`src/rtl/mon_arb_pkg.sv`:
```
// mon_arb_pkg: FSM state encoding and default widths shared by the mon_arb slice
package mon_arb_pkg;
   typedef enum logic [1:0] {RR = 2'd0, LOCK_WAIT = 2'd1, LOCK = 2'd2} state_t;
   localparam int AW_DEF = 16;
   localparam int DW_DEF = 32;
endpackage

```
`src/rtl/mon_arb_rr_pick2.sv`:
```
// rr_pick2: two-way round-robin picker
//   req_a/req_b in, last_b = requester b was served last, gnt_a/gnt_b one-hot out
module rr_pick2 (
   input  logic req_a,
   input  logic req_b,
   input  logic last_b,
   output logic gnt_a,
   output logic gnt_b
);
   assign gnt_a = req_a & (~req_b | last_b);
   assign gnt_b = req_b & ~gnt_a;
endmodule

```
`src/rtl/mon_arb.sv`:
```
// mon_arb: arbitrates a single-port memory between the CPU and the UART monitor, with monitor lock
//   cpu_*/mon_*: request, grant and one-cycle-later read return per requester
//   mon_lock/locked: monitor exclusive ownership request and status
//   mem_*: shared memory port; resetn is a synchronous active-high reset
module mon_arb
   import mon_arb_pkg::*;
#(
   parameter int AW = AW_DEF,
   parameter int DW = DW_DEF
) (
   input  logic          clk,
   input  logic          resetn,
   input  logic          cpu_req,
   input  logic          cpu_we,
   input  logic [AW-1:0] cpu_addr,
   input  logic [DW-1:0] cpu_wdata,
   output logic          cpu_gnt,
   output logic          cpu_rvalid,
   output logic [DW-1:0] cpu_rdata,
   input  logic          mon_req,
   input  logic          mon_we,
   input  logic [AW-1:0] mon_addr,
   input  logic [DW-1:0] mon_wdata,
   output logic          mon_gnt,
   output logic          mon_rvalid,
   output logic [DW-1:0] mon_rdata,
   input  logic          mon_lock,
   output logic          locked,
   output logic          mem_en,
   output logic          mem_we,
   output logic [AW-1:0] mem_addr,
   output logic [DW-1:0] mem_wdata,
   input  logic [DW-1:0] mem_rdata,
   output logic          cpu_stall
);
   state_t state, state_nx;
   logic last_mon, pick_c, pick_m, grab, cpu_rv_q, mon_rv_q;
   logic [DW-1:0] cpu_hold, mon_hold;
   rr_pick2 u_pick (
      .req_a (cpu_req),
      .req_b (mon_req),
      .last_b(last_mon),
      .gnt_a (pick_c),
      .gnt_b (pick_m)
   );
   always_ff @(posedge clk) state <= resetn ? RR : state_nx;
   // RR and LOCK_WAIT share their exits; they differ only in being a lock request in flight
   always_comb state_nx = (state == LOCK) ? (mon_lock ? LOCK : RR)
                                          : (mon_lock ? (mon_req ? LOCK : LOCK_WAIT) : RR);
   // grab: a locking monitor request overrides the round-robin choice as the lock is taken
   always_comb begin
      grab    = mon_lock & mon_req;
      cpu_gnt = ~resetn & (state != LOCK) & ~grab & pick_c;
      mon_gnt = ~resetn & ((state == LOCK) ? mon_req : (grab | pick_m));
      locked  = ~resetn & (state == LOCK);
   end
   always_ff @(posedge clk) begin
      if (resetn) begin
         last_mon <= 1'b1;
         cpu_rv_q <= 1'b0;
         mon_rv_q <= 1'b0;
         cpu_hold <= '0;
         mon_hold <= '0;
      end else begin
         last_mon <= (cpu_gnt | mon_gnt) ? mon_gnt : last_mon;
         cpu_rv_q <= cpu_gnt & ~cpu_we;
         mon_rv_q <= mon_gnt & ~mon_we;
         cpu_hold <= cpu_rv_q ? mem_rdata : cpu_hold;
         mon_hold <= mon_rv_q ? mem_rdata : mon_hold;
      end
   end
   // read data passes straight through in the return cycle, then the captured copy holds
   assign cpu_rvalid = cpu_rv_q & ~resetn;
   assign mon_rvalid = mon_rv_q & ~resetn;
   assign cpu_rdata  = resetn ? '0 : (cpu_rv_q ? mem_rdata : cpu_hold);
   assign mon_rdata  = resetn ? '0 : (mon_rv_q ? mem_rdata : mon_hold);
   assign mem_en     = cpu_gnt | mon_gnt;
   assign mem_we     = mon_gnt ? mon_we : (cpu_gnt & cpu_we);
   assign mem_addr   = mon_gnt ? mon_addr : cpu_addr;
   assign mem_wdata  = mon_gnt ? mon_wdata : cpu_wdata;
   assign cpu_stall  = cpu_req & ~cpu_gnt;
endmodule

```
`config.mk`:
```
export PLATFORM = sky130hd
export DESIGN_NAME = mon_arb
export DESIGN_NICKNAME = d
export VERILOG_FILES = /design/src/rtl/mon_arb_pkg.sv /design/src/rtl/mon_arb_rr_pick2.sv /design/src/rtl/mon_arb.sv
export SDC_FILE = /design/constraint.sdc
export NUM_CORES = 1
export LEC_CHECK = 0
export ABC_AREA = 1
export BUFFER_PORTS_ARGS = -buffer_cell sky130_fd_sc_hd__buf_4
export CAP_MARGIN = 10
export CORE_AREA = 3 3 99 101
export DETAILED_ROUTE_END_ITERATION = 8
export DIE_AREA = 0 0 102 104
export GPL_TIMING_DRIVEN = 0
export PLACE_DENSITY = 0.76
export SLEW_MARGIN = 20
export SYNTH_ARGS = -nofsm -noshare
export SYNTH_HDL_FRONTEND = slang
export SYNTH_SLANG_ARGS = --single-unit
export TNS_END_PERCENT = 30
```
`constraint.sdc`:
```
create_clock -name clk -period 4.2 [get_ports clk]
set_clock_uncertainty 0.15 [all_clocks]
set_input_delay 0.84 -clock clk [delete_from_list [all_inputs] [get_ports clk]]
set_output_delay 0.84 -clock clk [all_outputs]
set_load 0.03 [all_outputs]
```
==> flow_metrics.py <==
metrics = {
    "run_status": {
        "run_status": "finished, final reports clean",
    },
    "routing": {
        "first_pass_iters": 6,
        "antenna_left": 0,
        "wirelength_um": 13100,
        "viasPerCell": 4.88,
        "drc": 0,
        "initialDrtViolationCount": 191,
        "detail_route.wl_per_cell_um": 15.2,
        "num_vias": 4200,
    },
    "logic_synthesis": {
        "ys_ff_latch": 69,
        "syn_area_per_cell_sq_um": 6.68,
        "synth_area_leaders": "dfxtp_1, nor2_1, nand2_1, o21ai_0, nand4_1",
        "synth_area_leader_cell": "dfxtp_1",
        "synth_top_area_share_pct": 43.1,
        "yosysUniqueCellTypes": 16,
        "postSynthCellCount": 480,
        "yosysSeqAreaShare_pct": 43.1,
        "yosys_warnings": 0,
        "synth.net_count": 615,
        "synth.cell_area_sq_um": 3210,
    },
    "critical_path": {
        "crit_type": "primary input to output port",
        "r2r-end": "mon_hold[11]",
        "reg2reg_slack_ps": 2680,
        "cp.arrival_ps": 2160,
        "crit_required_ps": 3210,
        "endpoint_kind": "output port",
        "crit_fanout": 10,
        "rr_startpoint": "mon_rv_q",
        "crit_path_start_kind": "primary input",
        "reg2reg_depth": 4,
    },
    "final_layout": {
        "fin_util_pct": 59.5,
        "stdcell_area_sq_um": 5420,
        "layout_commonest_cell": "buf_4",
        "area_growth_pct": 69.0,
        "drive_above_1_share_pct": 38.6,
        "nets": 879,
        "layout_common_cells": "buf_4, nor2_1, nand2_1, dfxtp_1, o21ai_0",
        "antenna_cells": 0,
    },
    "sta": {
        "relSlewSlack_pct": 63.1,
        "final-hold-violation-count": 0,
        "worstMarginPinSlew_ps": 554,
        "fin_tns_setup_ps": 0,
        "setup-violations-final": 0,
        "min_period_ps": 3150,
        "fin_ws_ps": 1050,
        "maxSlewViolCount": 0,
        "final.period_utilization_pct": 74.9,
        "timing.fmax_mhz": 318,
        "rsz0062_at_grt": "false",
    },
    "pwr": {
        "pwr-share-clk_pct": 28.2,
        "vdd_drop_max_mv": 0.205,
        "power_switching_mw": 0.585,
        "leakage_nw": 2.93,
        "seqPwrFrac_pct": 40.6,
        "power_frac_comb_pct": 31.2,
        "p_int_mw": 1.12,
        "p_per_area_nw_per_um2": 314,
        "swShare_pct": 34.3,
    },
    "placement": {
        "portBuffers": 253,
        "dp_slack_ps": 1070,
        "dpl.hpwl_um": 10400,
        "gp_congestion": 0.858,
        "placed_area_sq_um": 5250,
    },
    "floorplanning": {
        "fp-row-count": 35,
        "dieWidth_um": 102,
        "design.die.area_sq_um": 10600,
        "die_h_um": 104,
        "io_pins": 255,
        "start_util_pct": 35.2,
        "coreArea_sq_um": 9110,
    },
    "global_route": {
        "grtUsageTotal_pct": 23.2,
        "grt_pass1_wl_um": 19600,
        "grt_pass1_vias": 3974,
        "antenna_found_initial": 0,
        "gr-total-overflow": 0,
        "grt_max_degree": 14,
    },
    "run": {
        "maxCapViolCount": 0,
    },
    "cts": {
        "clock_path_buffers": 2,
        "hold_buffers": 0,
        "clkLatencyLatePin_ps": 340,
        "clk_pin_slew_ps": 70,
        "cts.sinks": 69,
        "cts-resized-gates": 0,
        "cts_tree": "done",
        "cts_setup_buffers": 0,
        "h-tree-depth": 3,
        "cts_made_buffers": 9,
        "cts_root_buf": "clkbuf_8",
    },
    "min_path": {
        "hold_class": "register to register",
        "holdPathStages": 2,
        "min_to": "last_mon",
        "hp-start": "last_mon",
    },
}
worst max path at each step:
stage                        from             to  cells past startpoint
final                      resetn  mem_wdata[16]                      7
after floorplan           mon_req         mem_en                      6
after detailed placement   resetn  mem_wdata[16]                      7
after global routing       resetn  mem_wdata[16]                      7
after CTS                  resetn  mem_wdata[16]                      7
after global placement     resetn  mem_wdata[16]                      7
state kept, by name (all words and copies together) (netlist names):
| name | count |
|---|---|
| last_mon | 1 |
| cpu_hold | 32 |
| mon_hold | 32 |
| mon_rv_q | 1 |
| cpu_rv_q | 1 |
| state | 2 |
per-layer routing:
layer	up-vias	track usage (%)	wire length, um
li1	2104	-	-
met1	1878	26.9	5200
met5	-	0	0
met2	193	40.0	6430
met3	25	6.64	1140
met4	0	8.06	316
Yosys cell counts:
| master | n |
|---|---|
| nand2_1 | 104 |
| nand4_1 | 49 |
| a21oi_1 | 2 |
| a21oi_2 | 1 |
| buf_6 | 5 |
| nand3_1 | 2 |
| inv_1 | 8 |
| nand2_2 | 1 |
| nand3_4 | 1 |
| nor2_1 | 136 |
| o21ai_0 | 66 |
| inv_2 | 1 |
| clkbuf_1 | 16 |
| dfxtp_1 | 69 |
| buf_2 | 12 |
| buf_1 | 7 |
area by class of cell:
| type | count | area, sq um |
|---|---|---|
| plain buffers | 40 | 203 |
| clock buffers | 10 | 128 |
| clock inverters | 6 | 48.8 |
| fillers | 859 | 3690 |
| inverters | 9 | 33.8 |
| multi-input cells | 362 | 1590 |
| flip-flops and latches | 69 | 1380 |
| well taps | 111 | 139 |
| repair buffers | 253 | 1900 |
worst max-delay path, stage by stage:
cell	delay, ps
buf_4	140
inv_2	180
buf_2	270
buf_2	250
nand4_1	180
nand2_1	130
buf_4	160
kinds of logic (layout without fill, tap and decap cells):
logic type,count (synthesis),after routing,synth area share (%)
AO/OA/AOI/OAI,69,69,10.9
buffers and inverters,49,318,7.37
flip-flops,69,69,43.1
AND/OR/NAND/NOR,293,293,38.7
per-stage QoR:
step | instances | power, mW | hold WS (ps)
2_1_floorplan | 480 | 0.985 | 314
3_3_place_gp | 844 | 1.23 | 335
3_5_place_dp | 844 | 1.24 | 345
4_1_cts | 860 | 1.72 | 356
5_1_grt | 860 | 1.79 | 386
6_report | 860 | 1.70 | 359
power groups by stage:
| stage | clock [mW] | combinational (mW) | sequential (mW) |
|---|---|---|---|
| floorplan | 0 | 0.280 | 0.705 |
| global placement | 0 | 0.525 | 0.706 |
| detailed placement | 0 | 0.530 | 0.707 |
| CTS | 0.495 | 0.532 | 0.692 |
| global route | 0.524 | 0.569 | 0.694 |
| finish | 0.480 | 0.531 | 0.692 |
(Power assumes the default switching activity.)
